<file path="src/rtl/in_packet_pkg.sv">
// Shared definitions for the in_packet FIFO-pair writer: state encoding,
// header field offsets and word geometry helpers.
package in_packet_pkg;

    typedef enum logic [1:0] {
        IDLE   = 2'd0,
        WRITE0 = 2'd1,
        WRITE1 = 2'd2,
        DROP   = 2'd3
    } state_e;

    localparam logic [15:0] DROP_CNT_MAX = 16'hFFFF;

    // Header word layout: length in the top 16 bits, type in the next 8.
    function automatic int len_msb(input int dw);
        return dw - 1;
    endfunction

    function automatic int len_lsb(input int dw);
        return dw - 16;
    endfunction

    function automatic int type_msb(input int dw);
        return dw - 17;
    endfunction

    function automatic int type_lsb(input int dw);
        return dw - 24;
    endfunction

    function automatic int bytes_per_word(input int dw);
        return dw / 8;
    endfunction

endpackage

</file>
<file path="src/rtl/in_packet.sv">
// Writer side of the packet FIFO pair: steers each InBus packet whole into one
// of two FIFOs. Define IN_PACKET_LEN_CHECK_EN to add the header length check.
module in_packet
    import in_packet_pkg::*;
#(
    parameter int DAT_WIDTH = 64
) (
    input  logic                         Clk,
    input  logic                         Rst,
    input  logic                         InBus_Val,
    input  logic                         InBus_Sop,
    input  logic                         InBus_Eop,
    input  logic [$clog2(DAT_WIDTH/8):0] InBus_Mod,
    input  logic [DAT_WIDTH-1:0]         InBus_Dat,
    input  logic                         fifo0_full,
    output logic                         fifo0_wr,
    output logic                         fifo0_busy,
    output logic [DAT_WIDTH-1:0]         fifo0_data_in,
    input  logic                         fifo1_full,
    output logic                         fifo1_wr,
    output logic                         fifo1_busy,
    output logic [DAT_WIDTH-1:0]         fifo1_data_in,
    output logic                         InBus_Error,
    output logic [15:0]                  drop_cnt
);

    state_e               state, state_nxt;
    logic                 ptr, ptr_nxt;
    logic [1:0]           wr_q, wr_nxt;
    logic [1:0]           busy_q, busy_nxt;
    logic                 err_q, err_nxt;
    logic [15:0]          drop_q, drop_nxt;
    logic [DAT_WIDTH-1:0] data_q, data_nxt;

    logic [1:0] full;
    logic       cur;
    logic       start;
    logic       sel_ptr;
    logic       tgt;
    logic       drop_evt;
    logic       accept_sop;

`ifdef IN_PACKET_LEN_CHECK_EN
    localparam int LEN_MSB = len_msb(DAT_WIDTH);
    localparam int LEN_LSB = len_lsb(DAT_WIDTH);

    logic [15:0] byte_cnt, byte_cnt_nxt;
    logic [15:0] hdr_len, hdr_len_nxt;
    logic [15:0] byte_sum;
    logic [15:0] exp_len;
`else
    logic unused_mod;
    assign unused_mod = ^InBus_Mod;
`endif

    assign full = {fifo1_full, fifo0_full};
    assign cur  = (state == WRITE1);

    always_comb begin
        // NOTE: every variable driven here gets a default first, so no path can infer a latch.
        state_nxt  = state;
        ptr_nxt    = ptr;
        wr_nxt     = '0;
        err_nxt    = 1'b0;
        data_nxt   = data_q;
        start      = 1'b0;
        sel_ptr    = ptr;
        tgt        = 1'b0;
        drop_evt   = 1'b0;
        accept_sop = 1'b0;

        case (state)
            IDLE: begin
                if (InBus_Val) begin
                    if (InBus_Sop) start   = 1'b1;
                    else           err_nxt = 1'b1;
                end
            end
            WRITE0, WRITE1: begin
                if (InBus_Val) begin
                    if (InBus_Sop) begin
                        // The interrupted packet stays closed on its FIFO; try the other FIFO first.
                        err_nxt   = 1'b1;
                        start     = 1'b1;
                        sel_ptr   = ~cur;
                        ptr_nxt   = ~cur;
                        state_nxt = IDLE;
                    end else if (full[cur]) begin
                        err_nxt   = 1'b1;
                        drop_evt  = 1'b1;
                        state_nxt = InBus_Eop ? IDLE : DROP;
                    end else begin
                        wr_nxt[cur] = 1'b1;
                        data_nxt    = InBus_Dat;
                        if (InBus_Eop) begin
                            state_nxt = IDLE;
                            ptr_nxt   = ~cur;
                        end
                    end
                end
            end
            DROP: begin
                if (InBus_Val) begin
                    if (InBus_Sop) begin
                        err_nxt   = 1'b1;
                        start     = 1'b1;
                        state_nxt = IDLE;
                    end else if (InBus_Eop) begin
                        state_nxt = IDLE;
                    end
                end
            end
            default: state_nxt = IDLE;
        endcase

        if (start) begin
            if (!full[sel_ptr]) begin
                tgt        = sel_ptr;
                accept_sop = 1'b1;
            end else if (!full[~sel_ptr]) begin
                tgt        = ~sel_ptr;
                accept_sop = 1'b1;
            end else begin
                drop_evt  = 1'b1;
                state_nxt = InBus_Eop ? IDLE : DROP;
            end
            if (accept_sop) begin
                wr_nxt[tgt] = 1'b1;
                data_nxt    = InBus_Dat;
                if (InBus_Eop) begin
                    state_nxt = IDLE;
                    ptr_nxt   = ~tgt;
                end else begin
                    state_nxt = tgt ? WRITE1 : WRITE0;
                end
            end
        end

        drop_nxt = drop_q;
        if (drop_evt && drop_q != DROP_CNT_MAX) drop_nxt = drop_q + 16'd1;

        busy_nxt[0] = wr_nxt[0] | (state_nxt == WRITE0);
        busy_nxt[1] = wr_nxt[1] | (state_nxt == WRITE1);

`ifdef IN_PACKET_LEN_CHECK_EN
        byte_sum     = (accept_sop ? 16'd0 : byte_cnt) + 16'(InBus_Mod);
        exp_len      = accept_sop ? InBus_Dat[LEN_MSB:LEN_LSB] : hdr_len;
        byte_cnt_nxt = byte_cnt;
        hdr_len_nxt  = hdr_len;
        if (|wr_nxt) begin
            byte_cnt_nxt = byte_sum;
            hdr_len_nxt  = exp_len;
            if (InBus_Eop && byte_sum != exp_len) err_nxt = 1'b1;
        end
`endif
    end

    // NOTE: Rst is synchronous, so it is only sampled inside the clocked process.
    always_ff @(posedge Clk) begin
        if (Rst) begin
            state  <= IDLE;
            ptr    <= 1'b0;
            wr_q   <= '0;
            busy_q <= '0;
            err_q  <= 1'b0;
            drop_q <= '0;
            data_q <= '0;
        end else begin
            // NOTE: non-blocking so every flop updates from the same pre-edge values.
            state  <= state_nxt;
            ptr    <= ptr_nxt;
            wr_q   <= wr_nxt;
            busy_q <= busy_nxt;
            err_q  <= err_nxt;
            drop_q <= drop_nxt;
            data_q <= data_nxt;
        end
    end

`ifdef IN_PACKET_LEN_CHECK_EN
    always_ff @(posedge Clk) begin
        if (Rst) begin
            byte_cnt <= '0;
            hdr_len  <= '0;
        end else begin
            byte_cnt <= byte_cnt_nxt;
            hdr_len  <= hdr_len_nxt;
        end
    end
`endif

    assign fifo0_wr      = wr_q[0];
    assign fifo1_wr      = wr_q[1];
    assign fifo0_busy    = busy_q[0];
    assign fifo1_busy    = busy_q[1];
    assign fifo0_data_in = data_q;
    assign fifo1_data_in = data_q;
    assign InBus_Error   = err_q;
    assign drop_cnt      = drop_q;

endmodule
</file>
<file path="config.mk">
export PLATFORM = sky130hd
export DESIGN_NAME = in_packet
export DESIGN_NICKNAME = d
export VERILOG_FILES = /design/src/rtl/in_packet_pkg.sv /design/src/rtl/in_packet.sv
export SDC_FILE = /design/constraint.sdc
export NUM_CORES = 1
export LEC_CHECK = 0
export BUFFER_PORTS_ARGS = -buffer_cell sky130_fd_sc_hd__buf_2
export CORE_MARGIN = 3
export CORE_UTILIZATION = 48
export CTS_CLUSTER_DIAMETER = 150
export DETAILED_ROUTE_END_ITERATION = 6
export PLACE_DENSITY = 0.92
export RECOVER_POWER = 50
export SYNTH_ARGS = -nofsm -noshare
export SYNTH_HDL_FRONTEND = slang
export SYNTH_SLANG_ARGS = --single-unit
</file>
<file path="constraint.sdc">
create_clock -name Clk -period 3.5 [get_ports Clk]
set_input_delay 0.175 -clock Clk [delete_from_list [all_inputs] [get_ports Clk]]
set_output_delay 0.175 -clock Clk [all_outputs]
set_load 0.01 [all_outputs]
</file>
==> results.sh, run 1 <==
export IMPL_yosysTopAreaCell="dfxtp_1"
export IMPL_wire_per_inst_um=14.20
export IMPL_fin_setup_tns_ns=0
export IMPL_synth_most_common_cell="nand2_1"
export IMPL_insertedDiodeCount=0
export IMPL_path_clk_slew_ns=0.08
export IMPL_synth_seq_area_share_pct=43.36
export IMPL_critPathLaunchType="flip-flop"
export IMPL_critical_path_class="reg -> reg"
export IMPL_num_vias=3890
export IMPL_end_kind="flip-flop"
export IMPL_synth_cell_types=53
export IMPL_root_buffer="clkbuf_8"
export IMPL_hold_violations=0
export IMPL_timing_final_crit_share_pct=72.64
export IMPL_numCtsBuffers=9
export IMPL_ctsHoldBuffers=0
export IMPL_placementRows=32
export IMPL_min_delay_start="InBus_Dat[46]"
export IMPL_synth_top_flop_cell="dfxtp_1"
export IMPL_grt_pass1_wl_um=17260
export IMPL_start_util_pct=50.99
export IMPL_gr_usage_all_layers_pct=21.19
export IMPL_htree_num_levels=3
export IMPL_syn_area_um2=4063
export IMPL_r2r_start="state[0]$_SDFF_PP0_"
export IMPL_finalMaxSlewViolations=0
export IMPL_drv_cap=0
export IMPL_gp_congestion=0.9002
export IMPL_synth_area_top_cells="dfxtp_1 (43%), nand2_1 (13%), buf_4 (12%)"
export IMPL_drive_gt1_share_pct=21.08
export IMPL_drc=0
export IMPL_design_area_um2=4715
export IMPL_insertion_delay_ns=0.33
export IMPL_die_w_um=98
export IMPL_drt_vias_per_instance=5.173
export IMPL_synth_seq_cells=88
export IMPL_nets=725
export IMPL_cp_max_fo=34
export IMPL_fin_skew_ns=0.009402
export IMPL_ant_nets=0
export IMPL_ys_warnings_count=0
export IMPL_ys_async_sr_fraction_pct=0
export IMPL_min_period_ns=2.542
export IMPL_postPlaceCellArea_um2=4698
export IMPL_drt_iter0_markers=105
export IMPL_wl_um=10680
export IMPL_io_pins=224
export IMPL_crit_required_ns=3.75
export IMPL_power_density_nw_per_um2=412.7
export IMPL_crit_start="state[0]$_SDFF_PP0_"
export IMPL_hold_path_class="in -> reg"
export IMPL_numPortBuffers=219
export IMPL_arrival_ns=2.79
export IMPL_cts_setup_buffers=0
export IMPL_cts_buffer_depth=2
export IMPL_post_cts_resized=0
export IMPL_tightest_slew_ns=0.6744
export IMPL_clock_sinks=88
export IMPL_grt_overflow_total=0
export IMPL_synth_edf_count=0
export IMPL_outcome="complete, no violations"
export IMPL_antenna_found_initial=0
export IMPL_die_h_um=98
export IMPL_yosys_area_top_type_share_pct=43.36
export IMPL_grt_max_degree=48
export IMPL_max_clock_freq_mhz=393.3
export IMPL_synthesis_nets=583
export IMPL_place_hpwl_um=8033
export IMPL_syn_inst=504
export IMPL_cts_tree="built"
export IMPL_coreArea_um2=7968
export IMPL_maxSlewHeadroom_pct=55.04
export IMPL_avgSynthCellArea_um2=8.061
export IMPL_area_growth_pct=16.05
export IMPL_dieArea_um2=9604
export IMPL_synth_common_cells="nand2_1 (141), dfxtp_1 (88), a21oi_1 (78)"
export IMPL_power_leakage_nw=1.857
export IMPL_setup_viol=0
export IMPL_finalPower_mw=1.946
export IMPL_hold_slack_ns=0.06832
export IMPL_peakVddDrop_v=0.0001886
export IMPL_dr_pass1_iters=5
export IMPL_fin_util_pct=59.17
export IMPL_grt_pass1_vias=3726
export IMPL_rsz0062_at_grt="false"
routing by layer:
| layer | track usage [%] | part of all wire (%) | wire length, um | up-vias |
|---|---|---|---|---|
| met5 | 0 | 0 | 0 | - |
| met4 | 7.242 | 1.4 | 153 | 0 |
| met3 | 4.929 | 8.2 | 877 | 17 |
| met2 | 37.91 | 52 | 5572 | 164 |
| met1 | 24.76 | 38 | 4075 | 1795 |
| li1 | - | - | - | 1914 |
cells in the final DEF (no fill, tap or decap), types with 3 or more instances in the layout:
cell type and n:
buf_4 4, clkbuf_8 10, a21oi_1 78, o31ai_1 8, nand2_1 140, ha_1 4
or4_1 7, a211oi_1 3, inv_1 8, dfxtp_1 88, nor3_1 3, buf_2 101
or2_2 3, nand3_1 8, nor2_1 4, o21ai_0 9, o311ai_0 3, nand4_1 3
clkbuf_1 120, nor2b_1 3
through the flow:
stage,std cells,setup slack [ns]
floorplan,504,1.532
global placement,737,1.113
detailed placement,737,0.9987
CTS,752,0.9605
global route,752,0.7691
finish,752,0.9576
worst max-delay path, cell delays in order, from the launching register on:
cell     delay [ns]
dfxtp_1        0.38
inv_1          0.08
ha_1           0.29
mux2i_2        0.25
a22o_2         0.30
nand2_2        0.43
buf_4          0.44
nand2_1        0.09
a21oi_1        0.18
layout make-up:
type,instances,area [um^2]
clock buffer,12,145.1
sequential,88,1762
multi-input combinational,316,1653
clock inverter,3,18.77
fill,761,3253
timing repair buffer,223,978.4
inverter,8,30.03
tap,102,127.6
logic make-up (layout without fill, tap and decap cells):
group / Yosys count / count (layout) / synth area share (%)
fa+ha+maj: 4 / 4 / 1.232
compound gates: 119 / 119 / 17.34
mux: 2 / 2 / 0.6159
buf+inv: 100 / 246 / 16.05
simple gates: 191 / 191 / 21.40
flops: 88 / 88 / 43.36
where the power goes:
group / internal (mW) / total (mW) / leakage [nW] / switching (mW)
clock network: 0.274 / 0.601 / 0.0862 / 0.328
logic: 0.101 / 0.274 / 1.05 / 0.172
registers: 1.04 / 1.07 / 0.716 / 0.0292
final timing paths:
| path | endpoint | slack, ns | cells past startpoint |
|---|---|---|---|
| setup / recovery | fifo0_data_in[27]$_SDFF_PP0_ | 0.96 | 8 |
| hold / removal | fifo0_data_in[46]$_SDFF_PP0_ | 0.07 | 3 |
| setup reg to reg | fifo0_data_in[27]$_SDFF_PP0_ | 0.96 | 8 |
| hold reg to reg | fifo0_data_in[24]$_SDFF_PP0_ | 0.47 | 2 |
flip-flops by register name, summed over array words and instances, names as in the netlist:
signal         flops
drop_cnt          16
state              2
busy_q             2
ptr                1
InBus_Error        1
wr_q               2
fifo0_data_in     64
Note: power is estimated with default switching activity, not from simulation.
==> inputs of run 2 (changes only) <==
--- a/config.mk
+++ b/config.mk
@@ -7,10 +7,10 @@
 export LEC_CHECK = 0
 export BUFFER_PORTS_ARGS = -buffer_cell sky130_fd_sc_hd__buf_2
 export CORE_MARGIN = 3
-export CORE_UTILIZATION = 48
+export CORE_UTILIZATION = 45
 export CTS_CLUSTER_DIAMETER = 150
 export DETAILED_ROUTE_END_ITERATION = 6
-export PLACE_DENSITY = 0.92
+export PLACE_DENSITY = 0.87
 export RECOVER_POWER = 50
 export SYNTH_ARGS = -nofsm -noshare
 export SYNTH_HDL_FRONTEND = slang
==> constraint.sdc (replaced) <==
create_clock -name Clk -period 2.6 [get_ports Clk]
set_input_delay 0.13 -clock Clk [delete_from_list [all_inputs] [get_ports Clk]]
set_output_delay 0.13 -clock Clk [all_outputs]
set_load 0.01 [all_outputs]
==> results.sh, run 2 (synthesized netlist as in run 1, its figures left out) <==
export IMPL_place_hpwl_um=7652
export IMPL_layout_commonest_cell="nand2_1"
export IMPL_power_density_nw_per_um2=587.2
export IMPL_final_cell_mix="nand2_1 (140), clkbuf_1 (120), buf_2 (101), dfxtp_1 (88), a21oi_1 (78)"
export IMPL_postPlaceCellArea_um2=4731
export IMPL_arrival_ns=2.43
export IMPL_finalPower_mw=2.857
export IMPL_gp_congestion=0.9095
export IMPL_timing_final_crit_share_pct=86.16
export IMPL_numPortBuffers=219
export IMPL_grt_pass1_wl_um=16170
export IMPL_power_leakage_nw=1.916
export IMPL_grt_max_degree=64
export IMPL_drive_gt1_share_pct=21.00
export IMPL_clock_sinks=88
export IMPL_numCtsBuffers=9
export IMPL_gr_usage_all_layers_pct=19.43
export IMPL_hold_violations=0
export IMPL_ant_nets=0
export IMPL_min_period_ns=2.240
export IMPL_fin_setup_tns_ns=0
export IMPL_crit_slowest_cell="mux2i_2"
export IMPL_path_cells="inv_1, ha_1, mux2i_2, a22o_2, nand2_2, buf_12, nand2_1, a21oi_1"
export IMPL_min_delay_start="InBus_Dat[21]"
export IMPL_grtUsageMet3_pct=3.529
export IMPL_antenna_found_initial=0
export IMPL_critical_path_class="reg -> reg"
export IMPL_insertion_delay_ns=0.34
export IMPL_area_growth_pct=19.77
export IMPL_cp_max_fo=54
export IMPL_num_vias=3849
export IMPL_crit_required_ns=2.79
export IMPL_drc=0
export IMPL_max_clock_freq_mhz=446.4
export IMPL_start_util_pct=46.36
export IMPL_largest_register_ffs=64
export IMPL_wire_per_inst_um=13.84
export IMPL_cts_buffer_depth=2
export IMPL_design_area_um2=4866
export IMPL_drt_vias_per_instance=5.031
export IMPL_path_clk_slew_ns=0.09
export IMPL_grt_busiest_layer="met2"
export IMPL_tightest_slew_ns=0.6988
export IMPL_crit_start="state[0]$_SDFF_PP0_"
export IMPL_crit_family="multiplexers"
export IMPL_end_kind="flip-flop"
export IMPL_placementRows=34
export IMPL_dieArea_um2=10200
export IMPL_setup_viol=0
export IMPL_coreArea_um2=8763
export IMPL_root_buffer="clkbuf_8"
export IMPL_die_h_um=101.0
export IMPL_post_cts_resized=0
export IMPL_die_w_um=101.0
export IMPL_wl_um=10590
export IMPL_critPathLaunchType="flip-flop"
export IMPL_filler_cell_count=880
export IMPL_cts_tree="built"
export IMPL_use_met2_pct=35.24
export IMPL_htree_num_levels=3
export IMPL_fin_skew_ns=0.01351
export IMPL_finalMaxSlewViolations=0
export IMPL_regArea_um2=1762
export IMPL_hold_path_class="in -> reg"
export IMPL_drt_iter0_markers=172
export IMPL_met1_usage_pct=23.15
export IMPL_rsz0062_at_grt="false"
export IMPL_multi_input_area_um2=1653
export IMPL_drv_cap=0
export IMPL_dr_pass1_iters=4
export IMPL_peakVddDrop_v=0.0003178
export IMPL_grt_pass1_vias=3452
export IMPL_maxSlewHeadroom_pct=53.41
export IMPL_cp_num_buf_inv=2
export IMPL_nets=731
export IMPL_r2r_start="state[0]$_SDFF_PP0_"
export IMPL_insertedDiodeCount=0
export IMPL_slowest_delay_ns=0.46
export IMPL_grt_overflow_total=0
export IMPL_io_pins=224
export IMPL_outcome="complete, no violations"
==> run 2: final timing paths <==
kind | slack [ns] | cells past startpoint | endpoint
worst min-delay path | 0.02 | 3 | fifo0_data_in[21]$_SDFF_PP0_
worst min register to register | 0.47 | 2 | fifo0_data_in[25]$_SDFF_PP0_
worst max-delay path | 0.36 | 8 | fifo0_data_in[16]$_SDFF_PP0_
worst max register to register | 0.36 | 8 | fifo0_data_in[16]$_SDFF_PP0_
==> run 2: power by group <==
part           switching (mW)  leakage (nW)  internal, mW
clock network           0.464         0.111         0.573
registers              0.0401         0.716          1.40
logic                   0.232          1.09         0.147
==> run 2: cell type report <==
class / count / area share (%)
timing repair buffer: 229 / 21.86
multi-input combinational: 316 / 33.97
inverter: 8 / 0.6171
clock inverter: 4 / 1.594
tap: 108 / 2.777
sequential: 88 / 36.20
clock buffer: 12 / 2.983
==> run 2: repair_timing <==
action / in CTS / in global routing
setup buffers: 0 / 0
hold buffers: 5 / 1
hold endpoints to repair: 5 / 1
==> run 2: through the flow <==
step                utilization (%)  std cells  hold slack (ns)  worst slack [ns]
floorplan                         -        504           0.2196            0.6323
global placement              53.98        743           0.3707            0.5061
detailed placement            53.98        743           0.3772            0.4092
CTS                           57.10        764       0.00003161            0.3768
global route                  55.53        765          0.01054            0.1884
finish                        55.53        765          0.01755            0.3597
==> run 2: per-layer routing <==
metal	wire length [um]	vias to the layer above
li1	-	1928
met1	4346	1755
met2	5368	153
met3	726	13
met4	148	0
met5	0	-
==> run 2: worst register-to-register path, delay by kind of cell, from the launching register on <==
kind	cells	cell delay, ns
multiplexers	1	0.46
flip-flops	1	0.34
buffers and inverters	2	0.35
adder cells (fa/ha/maj)	1	0.30
AO/OA/AOI/OAI	2	0.32
AND/OR/NAND/NOR	2	0.31
==> inputs of run 3 (changes only) <==
--- a/config.mk
+++ b/config.mk
@@ -6,6 +6,7 @@
 export NUM_CORES = 1
 export LEC_CHECK = 0
 export BUFFER_PORTS_ARGS = -buffer_cell sky130_fd_sc_hd__buf_2
+export CORE_ASPECT_RATIO = 2
 export CORE_MARGIN = 3
 export CORE_UTILIZATION = 45
 export CTS_CLUSTER_DIAMETER = 150
==> results.sh, run 3 (synthesized netlist as in run 1, its figures left out) <==
export IMPL_switchingPower_mw=0.7896
export IMPL_numCtsBuffers=9
export IMPL_hold_violations=0
export IMPL_crit_start="state[0]$_SDFF_PP0_"
export IMPL_die_h_um=140.4
export IMPL_power_density_nw_per_um2=640.7
export IMPL_root_buffer="clkbuf_16"
export IMPL_arrival_ns=2.45
export IMPL_drt_vias_per_instance=5.249
export IMPL_insertedDiodeCount=0
export IMPL_rsz0062_at_grt="false"
export IMPL_cp_max_fo=64
export IMPL_r2r_start="state[0]$_SDFF_PP0_"
export IMPL_wire_per_inst_um=14.61
export IMPL_r2r_end="fifo0_data_in[40]$_SDFF_PP0_"
export IMPL_fin_util_pct=56.24
export IMPL_insertion_delay_ns=0.33
export IMPL_tightest_slew_ns=0.5255
export IMPL_num_vias=3947
export IMPL_crit_required_ns=2.86
export IMPL_instances_no_fill=752
export IMPL_cts_tree="built"
export IMPL_max_clock_freq_mhz=456.1
export IMPL_intPower_mw=2.348
export IMPL_seq_power_share_pct=46.0
export IMPL_dieArea_um2=10270
export IMPL_nets=726
export IMPL_setup_viol=0
export IMPL_end_kind="flip-flop"
export IMPL_fin_setup_tns_ns=0
export IMPL_critical_path_class="reg -> reg"
export IMPL_grt_max_degree=65
export IMPL_comb_power_share_pct=11.9
export IMPL_hold_path_class="in -> reg"
export IMPL_final_cell_mix="nand2_1 (140), clkbuf_1 (118), buf_2 (101), dfxtp_1 (88), a21oi_1 (78)"
export IMPL_numPortBuffers=219
export IMPL_grt_pass1_wl_um=17230
export IMPL_gp_congestion=0.9602
export IMPL_clock_sinks=88
export IMPL_die_w_um=73.19
export IMPL_antenna_found_initial=0
export IMPL_layout_commonest_cell="nand2_1"
export IMPL_post_cts_resized=0
export IMPL_grt_pass1_vias=3646
export IMPL_finalPower_mw=3.138
export IMPL_dr_pass1_iters=4
export IMPL_cts_buffer_depth=2
export IMPL_drv_cap=0
export IMPL_dp_cells=736
export IMPL_ctsHoldBuffers=0
export IMPL_power_share_clock_pct=42.1
export IMPL_largest_register_ffs=64
export IMPL_peakVddDrop_v=0.0003550
export IMPL_drt_iter0_markers=119
export IMPL_cts_setup_buffers=0
export IMPL_place_hpwl_um=8302
export IMPL_outcome="complete, no violations"
export IMPL_io_pins=224
export IMPL_placementRows=48
export IMPL_finalMaxSlewViolations=0
export IMPL_start_util_pct=46.65
export IMPL_gr_usage_all_layers_pct=20.91
export IMPL_drc=0
export IMPL_power_leakage_nw=1.938
export IMPL_filler_cell_count=879
export IMPL_rr_worst_depth=8
export IMPL_htree_num_levels=3
export IMPL_crit_end="fifo0_data_in[40]$_SDFF_PP0_"
export IMPL_coreArea_um2=8708
export IMPL_netSwitchingFraction_pct=25.16
export IMPL_rrSetupSlack_ns=0.41
export IMPL_wl_um=10990
export IMPL_timing_final_crit_share_pct=84.33
export IMPL_min_period_ns=2.193
export IMPL_grt_overflow_total=0
export IMPL_maxSlewHeadroom_pct=64.97
export IMPL_ant_nets=0
export IMPL_fin_skew_ns=0.006085
export IMPL_critPathLaunchType="flip-flop"
export IMPL_area_growth_pct=20.54
export IMPL_drive_gt1_share_pct=21.63
export IMPL_path_clk_slew_ns=0.06
run 3: how the worst min path moves through the flow:
stage	slack, ns	endpoint	startpoint	depth (start not counted)
floorplan	0.22	wr_q[0]$_SDFF_PP0_	fifo0_full	1
global placement	0.37	fifo0_data_in[11]$_SDFF_PP0_	InBus_Dat[11]	3
detailed placement	0.38	fifo0_data_in[57]$_SDFF_PP0_	InBus_Dat[57]	3
CTS	0.01	fifo0_data_in[57]$_SDFF_PP0_	InBus_Dat[57]	3
global route	0.03	fifo0_data_in[61]$_SDFF_PP0_	InBus_Dat[61]	3
finish	0.03	fifo0_data_in[44]$_SDFF_PP0_	InBus_Dat[44]	3
run 3: stage by stage:
step	hold slack [ns]	worst slack (ns)	cell area [um^2]
floorplan	0.2196	0.6323	4063
global placement	0.3693	0.4738	4728
detailed placement	0.3750	0.4271	4728
CTS	0.01417	0.4089	5045
global route	0.02936	0.2619	4897
finish	0.03135	0.4073	4897
run 3: critical path: stages, from the launching register on:
cell and delay [ns]:
dfxtp_1 0.32, inv_1 0.08, ha_1 0.29, mux2i_2 0.47, a22o_2 0.24, and2_2 0.16, buf_12 0.25, nand2_1 0.11
a21oi_1 0.14
run 3: layout make-up:
cell class                      instances  area (um^2)  area share (%)
Clock buffer                           11        252.7           5.161
Clock inverter                          5        63.81           1.303
Inverter                                8        30.03          0.6132
Multi-Input combinational cell        316         1653           33.75
Sequential cell                        88         1762           35.97
Tap cell                              100        125.1           2.555
Timing Repair Buffer                  224         1011           20.64
run 3: power by group through the flow:
stage	clock, mW	sequential [mW]	combinational [mW]
after global placement	0	1.47	0.390
after global routing	1.42	1.45	0.414
after CTS	1.36	1.44	0.401
after detailed placement	0	1.47	0.400
final	1.32	1.44	0.374
after floorplan	0	1.49	0.244
run 3: metal layers:
metal	global-route usage (%)	routed length [um]	vias up	part of all wire, %
met5	0	0	-	0
met2	38.50	6067	183	55
met1	21.14	3754	1806	34
met3	4.382	787	35	7.2
li1	-	-	1923	-
met4	10.41	380	0	3.5
